$ cat src/rtl/zombie_lane_engine_pkg.sv
// Shared definitions for the zombie lane engine.
//   state_t    : one-hot level FSM encoding (drives the q_* display outputs directly)
//   is_level   : true in the three playable states, where spawn/hit/move are live
//   sat_add16  : 16-bit saturating add used for the game-wide kill counter
package zombie_lane_engine_pkg;

    typedef enum logic [7:0] {
        S_I     = 8'h01,
        S_L1    = 8'h02,
        S_NL2   = 8'h04,
        S_L2    = 8'h08,
        S_NL3   = 8'h10,
        S_L3    = 8'h20,
        S_DONEL = 8'h40,
        S_DONEW = 8'h80
    } state_t;

    localparam logic [15:0] KILLED_MAX = 16'hFFFF;

    function automatic logic is_level(input state_t s);
        return (s == S_L1) || (s == S_L2) || (s == S_L3);
    endfunction

    function automatic logic [15:0] sat_add16(input logic [15:0] a, input logic [7:0] b);
        logic [16:0] s;
        s = {1'b0, a} + {9'b0, b};
        return s[16] ? KILLED_MAX : s[15:0];
    endfunction

endpackage

$ cat src/rtl/zombie_lane_engine_lane.sv
// One zombie slot (one lane).
//   clk, reset : clock, async active-high reset
//   en         : lane logic live (playable level)
//   clear      : wipe the slot this edge (leaving a level); beats everything else
//   hit/move/spawn : per-cycle events, applied in priority hit > move > spawn
//   active, x  : registered slot state
//   kill       : live zombie hit this cycle (combinational, counted by the top)
//   at_end     : this cycle's move would land the zombie on END_X without a hit
module zombie_lane_engine_lane #(
    parameter int unsigned      X_W     = 10,
    parameter logic [X_W-1:0]   SPAWN_X = 10'd639,
    parameter logic [X_W-1:0]   END_X   = 10'd0
) (
    input  logic           clk,
    input  logic           reset,
    input  logic           en,
    input  logic           clear,
    input  logic           hit,
    input  logic           move,
    input  logic           spawn,
    output logic           active,
    output logic [X_W-1:0] x,
    output logic           kill,
    output logic           at_end
);

    localparam logic [X_W-1:0] END_X_P1 = END_X + X_W'(1);

    assign kill   = en & active & hit;
    assign at_end = en & active & ~hit & move & (x == END_X_P1);

    always_ff @(posedge clk or posedge reset) begin
        if (reset) begin
            active <= 1'b0;
            x      <= SPAWN_X;
        end else if (clear) begin
            active <= 1'b0;
            x      <= SPAWN_X;
        end else if (en) begin
            if (active && hit) begin
                active <= 1'b0;
                x      <= SPAWN_X;
            end else if (active && move) begin
                // Saturate at the lawn end; the top turns arrival into a loss anyway.
                if (x != END_X) x <= x - X_W'(1);
            end else if (!active && spawn) begin
                active <= 1'b1;
                x      <= SPAWN_X;
            end
        end
    end

endmodule

$ cat src/rtl/zombie_lane_engine.sv
// Game-state and zombie-motion engine.
//   clk, reset      : clock, async active-high reset
//   start           : pulse that advances out of I / NLx / DoneL / DoneW
//   spawn_req, hit  : per-lane spawn and kill pulses
//   zombie_active   : per-lane live flag
//   zombie_x        : lane i X at [i*X_W +: X_W]
//   zombies_killed  : saturating game kill total
//   move_tick       : one-cycle pulse following each move step
//   q_*             : one-hot FSM state
module zombie_lane_engine
    import zombie_lane_engine_pkg::*;
#(
    parameter int unsigned      NUM_LANES       = 5,
    parameter int unsigned      X_W             = 10,
    parameter logic [X_W-1:0]   SPAWN_X         = 10'd639,
    parameter logic [X_W-1:0]   END_X           = 10'd0,
    parameter int unsigned      TICK_L1         = 500000,
    parameter int unsigned      TICK_L2         = 350000,
    parameter int unsigned      TICK_L3         = 200000,
    parameter int unsigned      KILLS_PER_LEVEL = 10
) (
    input  logic                     clk,
    input  logic                     reset,
    input  logic                     start,
    input  logic [NUM_LANES-1:0]     spawn_req,
    input  logic [NUM_LANES-1:0]     hit,
    output logic [NUM_LANES-1:0]     zombie_active,
    output logic [NUM_LANES*X_W-1:0] zombie_x,
    output logic [15:0]              zombies_killed,
    output logic                     move_tick,
    output logic                     q_I,
    output logic                     q_L1,
    output logic                     q_NL2,
    output logic                     q_L2,
    output logic                     q_NL3,
    output logic                     q_L3,
    output logic                     q_DoneL,
    output logic                     q_DoneW
);

    state_t                          state, state_next;
    logic                            in_lvl;
    logic [31:0]                     tick_cnt, tick_max;
    logic                            wrap;
    logic [NUM_LANES-1:0]            kill_vec, at_end_vec;
    logic [NUM_LANES-1:0][X_W-1:0]   x_arr;
    logic [7:0]                      kills;
    logic [7:0]                      lvl_kills;
    logic [8:0]                      lvl_sum;
    logic                            level_done, loss, lane_clear;

    assign in_lvl = is_level(state);

    always_comb begin
        tick_max = 32'(TICK_L1);
        case (state)
            S_L2:    tick_max = 32'(TICK_L2);
            S_L3:    tick_max = 32'(TICK_L3);
            default: tick_max = 32'(TICK_L1);
        endcase
    end

    assign wrap = in_lvl && (tick_cnt == tick_max - 32'd1);

    // Lanes wipe on the same edge the FSM leaves a level, so NLx/DoneL/DoneW/I
    // are entered with an empty lawn.
    assign lane_clear = !is_level(state_next);

    genvar gi;
    generate
        for (gi = 0; gi < NUM_LANES; gi++) begin : g_lane
            zombie_lane_engine_lane #(
                .X_W     (X_W),
                .SPAWN_X (SPAWN_X),
                .END_X   (END_X)
            ) u_lane (
                .clk    (clk),
                .reset  (reset),
                .en     (in_lvl),
                .clear  (lane_clear),
                .hit    (hit[gi]),
                .move   (wrap),
                .spawn  (spawn_req[gi]),
                .active (zombie_active[gi]),
                .x      (x_arr[gi]),
                .kill   (kill_vec[gi]),
                .at_end (at_end_vec[gi])
            );
        end
    endgenerate

    assign zombie_x = x_arr;

    always_comb begin
        kills = 8'd0;
        for (int i = 0; i < int'(NUM_LANES); i++) kills = kills + 8'(kill_vec[i]);
    end

    assign lvl_sum    = {1'b0, lvl_kills} + {1'b0, kills};
    assign level_done = lvl_sum >= 9'(KILLS_PER_LEVEL);
    assign loss       = |at_end_vec;

    // Loss is tested before level-clear so a simultaneous loss wins.
    always_comb begin
        state_next = state;
        case (state)
            S_I:     if (start) state_next = S_L1;
            S_L1:    if (loss) state_next = S_DONEL; else if (level_done) state_next = S_NL2;
            S_NL2:   if (start) state_next = S_L2;
            S_L2:    if (loss) state_next = S_DONEL; else if (level_done) state_next = S_NL3;
            S_NL3:   if (start) state_next = S_L3;
            S_L3:    if (loss) state_next = S_DONEL; else if (level_done) state_next = S_DONEW;
            S_DONEL: if (start) state_next = S_I;
            S_DONEW: if (start) state_next = S_I;
            default: state_next = S_I;
        endcase
    end

    always_ff @(posedge clk or posedge reset) begin
        if (reset) begin
            state          <= S_I;
            tick_cnt       <= 32'd0;
            move_tick      <= 1'b0;
            lvl_kills      <= 8'd0;
            zombies_killed <= 16'd0;
        end else begin
            state     <= state_next;
            move_tick <= wrap;
            // Counter only runs while staying in a level, so every entry starts at 0.
            if (in_lvl && state_next == state) tick_cnt <= wrap ? 32'd0 : tick_cnt + 32'd1;
            else                               tick_cnt <= 32'd0;
            lvl_kills <= is_level(state_next) ? lvl_sum[7:0] : 8'd0;
            if (state == S_I && start) zombies_killed <= 16'd0;
            else if (in_lvl)           zombies_killed <= sat_add16(zombies_killed, kills);
        end
    end

    assign q_I     = (state == S_I);
    assign q_L1    = (state == S_L1);
    assign q_NL2   = (state == S_NL2);
    assign q_L2    = (state == S_L2);
    assign q_NL3   = (state == S_NL3);
    assign q_L3    = (state == S_L3);
    assign q_DoneL = (state == S_DONEL);
    assign q_DoneW = (state == S_DONEW);

endmodule

$ cat config.mk
export PLATFORM = sky130hd
export DESIGN_NAME = zombie_lane_engine
export DESIGN_NICKNAME = d
export VERILOG_FILES = /design/src/rtl/zombie_lane_engine_pkg.sv /design/src/rtl/zombie_lane_engine_lane.sv /design/src/rtl/zombie_lane_engine.sv
export SDC_FILE = /design/constraint.sdc
export NUM_CORES = 1
export LEC_CHECK = 0
export CORE_UTILIZATION = 55
export CTS_BUF_LIST = sky130_fd_sc_hd__clkbuf_8
export DETAILED_ROUTE_END_ITERATION = 10
export PLACE_DENSITY = 0.88
export SKIP_LAST_GASP = 1
export SLEW_MARGIN = 20
export SYNTH_ARGS = -nofsm -noshare
export SYNTH_HDL_FRONTEND = slang
export SYNTH_HIERARCHICAL = 1
export SYNTH_SLANG_ARGS = --single-unit
$ cat constraint.sdc
create_clock -name clk -period 8 [get_ports clk]
set_clock_uncertainty 0.15 [all_clocks]
set_input_delay 1.2 -clock clk [delete_from_list [all_inputs] [get_ports clk]]
set_output_delay 1.2 -clock clk [all_outputs]
set_load 0.05 [all_outputs]
### Word-level counts from Yosys, hierarchy flattened

Index checks and enable logic that the tools add are counted.
Widths: inputs -> output; s select.

* output and inout bits: 80
* register bits: 120
* input bits: 13
* logic and storage cells: 216

* $add $sub $neg: 13
* multiplexer cells: 73
* bitwise operators: 30
* reduce and logical (&&, ||, !) cells: 45
* $lt $le $gt $ge: 1
* equal/unequal tests: 39

Operators with widths (number)
* $mux 10: 30
* $mux 8: 11
* $mux 32: 2
* $pmux 8 s7: 1
* $eq 10x1->1 const B: 5
* $reduce_bool 10->1: 5
* $sub 10x1->10 const B: 5
* $mux 16: 3
* $pmux 19 s2: 1
* $add 32x1->32 const B: 1
* $eq 32x32->1: 1
* $sub 32x1->32 const B: 1
* $reduce_and 3->1: 10
* $and 1x1->1: 25
* $mux 1: 25
* $ne 4x1->1 const B: 5
* $ne 4x3->1 const B: 5
* $logic_and 1x1->1: 18
* $add 16x5->17: 1
* $eq 8x2->1 const B: 2
* $eq 8x4->1 const B: 2
* $eq 8x6->1 const B: 2
* $ne 3x1->1 const B: 5
* $ne 3x2->1 const B: 5
* other kinds (19): 30

### Longest topological paths before layout

Gate-level depths: netlist (run 1).

* depth after elaboration: 19
* mapped depth: 23
* mapped depth without buffers: 19

### By module

The synthesis (run 1) kept the hierarchy.

Modules (own cells, without submodules)
* zombie_lane_engine: area an instance 4061.4 um2, times used 1, cells each 422, seq. area each 1627.8 um2
* zombie_lane_engine_lane: area an instance 779.5 um2, times used 5, cells each 77, seq. area each 285.3 um2

### Worst setup path before layout (run 1)

OpenSTA, ideal clock, no wires.

* path type: register to register
* start: register state[4]
* end: register g_lane[0].u_lane.x[2]
* path buffers: 4
* cell stages (with the launch flop): 24
* data required time: 7744 ps
* period minus slack after synthesis: 5883 ps
* library setup time: 106 ps
* arrival time: 5627 ps
* setup slack: 2117 ps
* path through: dfrtp_1 -> buf_2 -> nor3_4 -> o2111ai_1 -> inv_2 -> and3_1 -> inv_1 -> fa_1 -> fa_1 -> inv_1 -> ha_1 -> fa_1 -> a21o_1 -> a32oi_1 -> o21ai_0 -> or4_1 -> buf_2 -> and2_1 -> nor4bb_4 -> buf_6 -> nand4_2 -> buf_6 -> a311oi_1 -> a41oi_1

* word-level cells in the longest chain between the ends: 19
* elaborated cells between the ends (all ways): 72
* classes of those cells: add/sub (6); order compare (1); eq/ne (15); mux (16); bitwise (25); reduce/logical (9)

RTL lines
* from (decl): RTL line zombie_lane_engine.sv:41 `state_t state, state_next;`
* from (signal assigned): RTL line zombie_lane_engine.sv:127 `state <= state_next;`
* $eq 8x2->1 or $eq 8x4->1 (tied branches): RTL line zombie_lane_engine_pkg.sv:21 `return (s == S_L1) || (s == S_L2) || (s == S_L3);`
* $logic_or 1x1->1: RTL line zombie_lane_engine_pkg.sv:21
* $logic_or 1x1->1 (*): RTL line zombie_lane_engine_pkg.sv:21
* named net in_lvl: RTL line zombie_lane_engine.sv:42 `logic in_lvl;`
* $and 1x1->1 (*) (2 in series): RTL line zombie_lane_engine_lane.sv:29 `assign kill = en & active & hit;`
* named net kill_vec[0]: RTL line zombie_lane_engine.sv:45 `logic [NUM_LANES-1:0] kill_vec, at_end_vec;`
* $add 1x1->2 (*): RTL line zombie_lane_engine.sv:96 `for (int i = 0; i < int'(NUM_LANES); i++) kills = kills + 8'(kill_vec[i]);`
* $add 2x1->3 (*): RTL line zombie_lane_engine.sv:96
* (+3 left out)
* $ge 9x4->1 (*): RTL line zombie_lane_engine.sv:100 `assign level_done = lvl_sum >= 9'(KILLS_PER_LEVEL);`
* $mux 8 (on tied branches) (2 in series): RTL line zombie_lane_engine.sv:112, zombie_lane_engine.sv:108, zombie_lane_engine.sv:110
* $pmux 8 s7 (*): RTL line zombie_lane_engine.sv:106 `case (state)`
* $eq 8x2->1 or $eq 8x4->1 (tied branches): RTL line zombie_lane_engine_pkg.sv:21
* $logic_or 1x1->1: RTL line zombie_lane_engine_pkg.sv:21
* $logic_or 1x1->1 (*): RTL line zombie_lane_engine_pkg.sv:21
* $ne 4x3->1 (no source line) (tied with other cells)
* $reduce_and 3->1 (no source line)
* to (signal assigned): RTL line zombie_lane_engine_lane.sv:45 `if (x != END_X) x <= x - X_W'(1);`
* to (decl): RTL line zombie_lane_engine_lane.sv:22 `output logic [X_W-1:0] x,`

The timed path passes the listed nets; every way through them passes the cells marked *. The select of a mux whose other input is x is not followed.
A chain may end at the register's enable or synchronous reset.

### Worst setup path after layout (run 1)

Same ends and word-level chain as after synthesis.

==> results of run 1 <==
==> synthesized netlist by cell type, types with 5 or more instances <==
master	instances	area [um^2]
dfrtp_1	79	1980
a21oi_1	46	230
nor2_1	45	169
inv_1	44	165
nor3_1	44	220
dfstp_2	41	1080
nand2_1	30	113
nor3_2	29	290
xnor2_1	28	245
and3_1	26	163
nand3_1	25	125
a31oi_1	19	119
and4_1	18	158
ha_1	18	225
o22ai_1	18	113
or4_1	17	128
buf_6	15	169
o31ai_1	15	113
nor3b_1	14	105
nor2b_1	13	81.3
o21ai_1	13	65.1
nand4_1	12	75.1
o21ai_0	12	60.1
a41oi_1	11	96.3
xor2_1	11	96.3
buf_2	10	50.1
clkbuf_1	8	30.0
mux2i_1	8	80.1
a311oi_1	7	61.3
nand4b_1	7	61.3
nor4_1	7	43.8
or3_1	7	43.8
nand3b_1	6	45.0
and2_1	5	31.3
and3b_1	5	43.8
and4_4	5	56.3
nand4_2	5	62.6
nor4_4	5	106
nor4bb_4	5	125
o211ai_2	5	62.6
o21a_2	5	43.8
o22a_1	5	43.8
or4_4	5	56.3
==> final timing paths <==
path                                             from                             endpoint  slack (ns)  depth (start not counted)
worst max-delay path               state[4]$_DFF_PP0_    g_lane[0].u_lane/x[2]$_DFFE_PP1P_        0.67                         20
worst min-delay path            tick_cnt[0]$_DFF_PP0_                tick_cnt[0]$_DFF_PP0_        0.36                          1
worst max register to register     state[4]$_DFF_PP0_    g_lane[0].u_lane/x[2]$_DFFE_PP1P_        0.67                         20
worst min register to register  tick_cnt[0]$_DFF_PP0_                tick_cnt[0]$_DFF_PP0_        0.36                          1
max in group asynchronous                       reset                tick_cnt[5]$_DFF_PP0_        5.76                          3
min in group asynchronous                       reset  g_lane[4].u_lane/active$_DFFE_PP0P_        1.17                          2
==> critical path: stages (launching register included) <==
cell and delay [ns]:
dfrtp_1 0.48, nor3_4 0.38, o2111ai_1 0.20, buf_4 0.25
inv_2 0.38, and3_1 0.24, inv_1 0.06, fa_1 0.51
fa_1 0.37, inv_1 0.06, ha_1 0.29, fa_1 0.47
a21o_1 0.23, a32oi_1 0.23, o21ai_0 0.18, or4_2 0.66
and2_1 0.46, nor4bb_4 0.69, nand4_2 0.39, a311oi_1 0.42
a41oi_1 0.10
==> through the flow <==
stage	cell area [um^2]	power [mW]	utilization	setup slack, ns	hold slack [ns]
after floorplan	7960	0.943	-	2.12	0.313
after global placement	8880	1.02	0.635	0.997	0.341
after detailed placement	8880	1.04	0.635	0.790	0.346
after CTS	9270	1.58	0.663	0.819	0.360
after global routing	9270	1.64	0.663	0.244	0.393
final	9270	1.58	0.663	0.675	0.358
==> final cells by class <==
type / instances / area, um^2
clock inverter: 12 / 111
tap: 180 / 225
clock buffer: 20 / 275
sequential: 120 / 3050
fill: 1105 / 4720
inverter: 46 / 173
multi-input combinational: 607 / 4480
timing repair buffer: 96 / 951
==> routing by layer <==
layer,up-vias,routed length (um),global-route usage
met4,0,435,0.120
met3,39,1080,0.0581
li1,3256,-,-
met2,228,8790,0.396
met5,-,0,0
met1,3390,8590,0.353
==> flip-flops by register name (all words and copies together), names as in the netlist <==
signal,count
lvl_kills,8
g_lane.u_lane/active,5
tick_cnt,32
state,8
zombies_killed,16
g_lane.u_lane/x,50
move_tick,1
==> power groups by stage <==
stage | Combinational, mW | Clock (mW) | Sequential (mW)
2_1_floorplan | 0.275 | 0 | 0.667
6_report | 0.386 | 0.546 | 0.644
5_1_grt | 0.418 | 0.579 | 0.646
4_1_cts | 0.382 | 0.552 | 0.644
3_3_place_gp | 0.371 | 0 | 0.653
3_5_place_dp | 0.382 | 0 | 0.654
==> kinds of logic after synthesis <==
| group | after synthesis |
|---|---|
| adders and majority gates | 22 |
| xor gates and xnor gates | 39 |
| muxes | 8 |
| AOI/OAI and AO/OA | 193 |
| and+or+nand+nor | 345 |
| buffers and inverters | 80 |
| DFF | 120 |
==> reports/qor.yml, run 1 <==
flow_run:
  cap_violations: 0
logic_synthesis:
  synth_xor_xnor_area_share: 0.0429
  synth-simple-area-share: 0.302
  syn_nets: 842
  synth_area_per_cell_um2: 9.86
  synth-seq-cells: 120
  synth_warnings: 6
  muxShareOfSynthArea: 0.0101
  synth_compound_area_frac: 0.170
  synth_cell_types: 75
  syn_area_um2: 7960
  async_reset_ff_frac: 1.00
  syn_inst: 807
  synth_ff_type: "dfrtp_1"
  synth_top_family_by_area: "simple AND/OR/NAND/NOR gates"
  synth-edff-count: 0
  synthAdderAreaFrac: 0.0384
  ys_seq_area_frac: 0.384
routing:
  routedWlPerCell_um: 17.5
  detail-route-antenna-nets: 0
  drtIter0Drc: 554
  via_per_inst: 6.40
  drt-pass1-iter-count: 5
  drc: 0
  via_count: 6913
  routed_wl_um: 18900
sta:
  finalCriticalPeriod_ns: 7.33
  setup-tns-final_ns: 0
  fmax_ghz: 0.137
  worstMarginPinSlew_ns: 0.913
  drv_slew: 0
  min_period_over_period: 0.916
  rsz0062_at_grt: "no"
  slew_headroom: 0.387
  setup_violations: 0
  finalHoldViolations: 0
pwr:
  swShare: 0.357
  switchingPower_uw: 563
  power_density_nw_per_um2: 170
  intPower_mw: 1.01
  clock_power_share: 0.347
  max-vdd-ir-drop_mv: 0.137
  power_frac_seq: 0.409
  comb_power_share: 0.245
  p_leak_nw: 3.67
global_routing:
  grt_start_max_net_pins: 66
  grt_pass1_vias: 6357
  grt_overflow: 0
  grtUsageTotal: 0.260
  antenna_found_initial: 0
  grt_pass1_wl_um: 30700
placed_design:
  io_buffers: 92
  dp_hpwl_um: 12700
  place.gp.congestion: 0.869
  dpl.cell_count: 1049
outcome:
  outcome: "finished clean"
setup_path:
  critical_path.max_fanout: 27
  arrival_ns: 7.52
  path_class: "flip-flop to flip-flop"
  critPathLaunchType: "flip-flop"
  cp-end-kind: "flip-flop"
  required_ns: 8.20
clock_network:
  cts_sinks: 120
  cts_root_buffer: "clkbuf_8"
  path_clk_slew_ns: 0.07
  cts_resized: 0
  cts_tree: "yes"
  post_cts_buffers: 0
  clk_latency_ns: 0.47
  cts_hold_buf: 0
  cts_buffer_depth: 2
  htree_levels: 4
  numCtsBuffers: 17
min_path:
  hold_class: "flip-flop to flip-flop"
floorplanning:
  ios: 93
  fp-row-count: 43
  start_util: 0.569
  die_area_um2: 15000
  die_x_um: 122
  die_h_um: 122
  core_um2: 14000
layout:
  final_cells: 1081
  drive_above_1_share: 0.168
  final_common_cell: "clkdlybuf4s50_1"
  fin_nets: 923
  final_cell_mix: "clkdlybuf4s50_1, dfrtp_1, inv_1"
  antenna_cells: 0
  areaGrowthSynthToFinish_pct: 16.5
No activity file was read; power rests on OpenSTA's default activity.
==> run 2: changes to the inputs <==
Settings changed: SKIP_CTS_REPAIR_TIMING set to 1.
==> results of run 2 <==
Same layout as run 1: the final DEF is identical, and so are final timing and power.
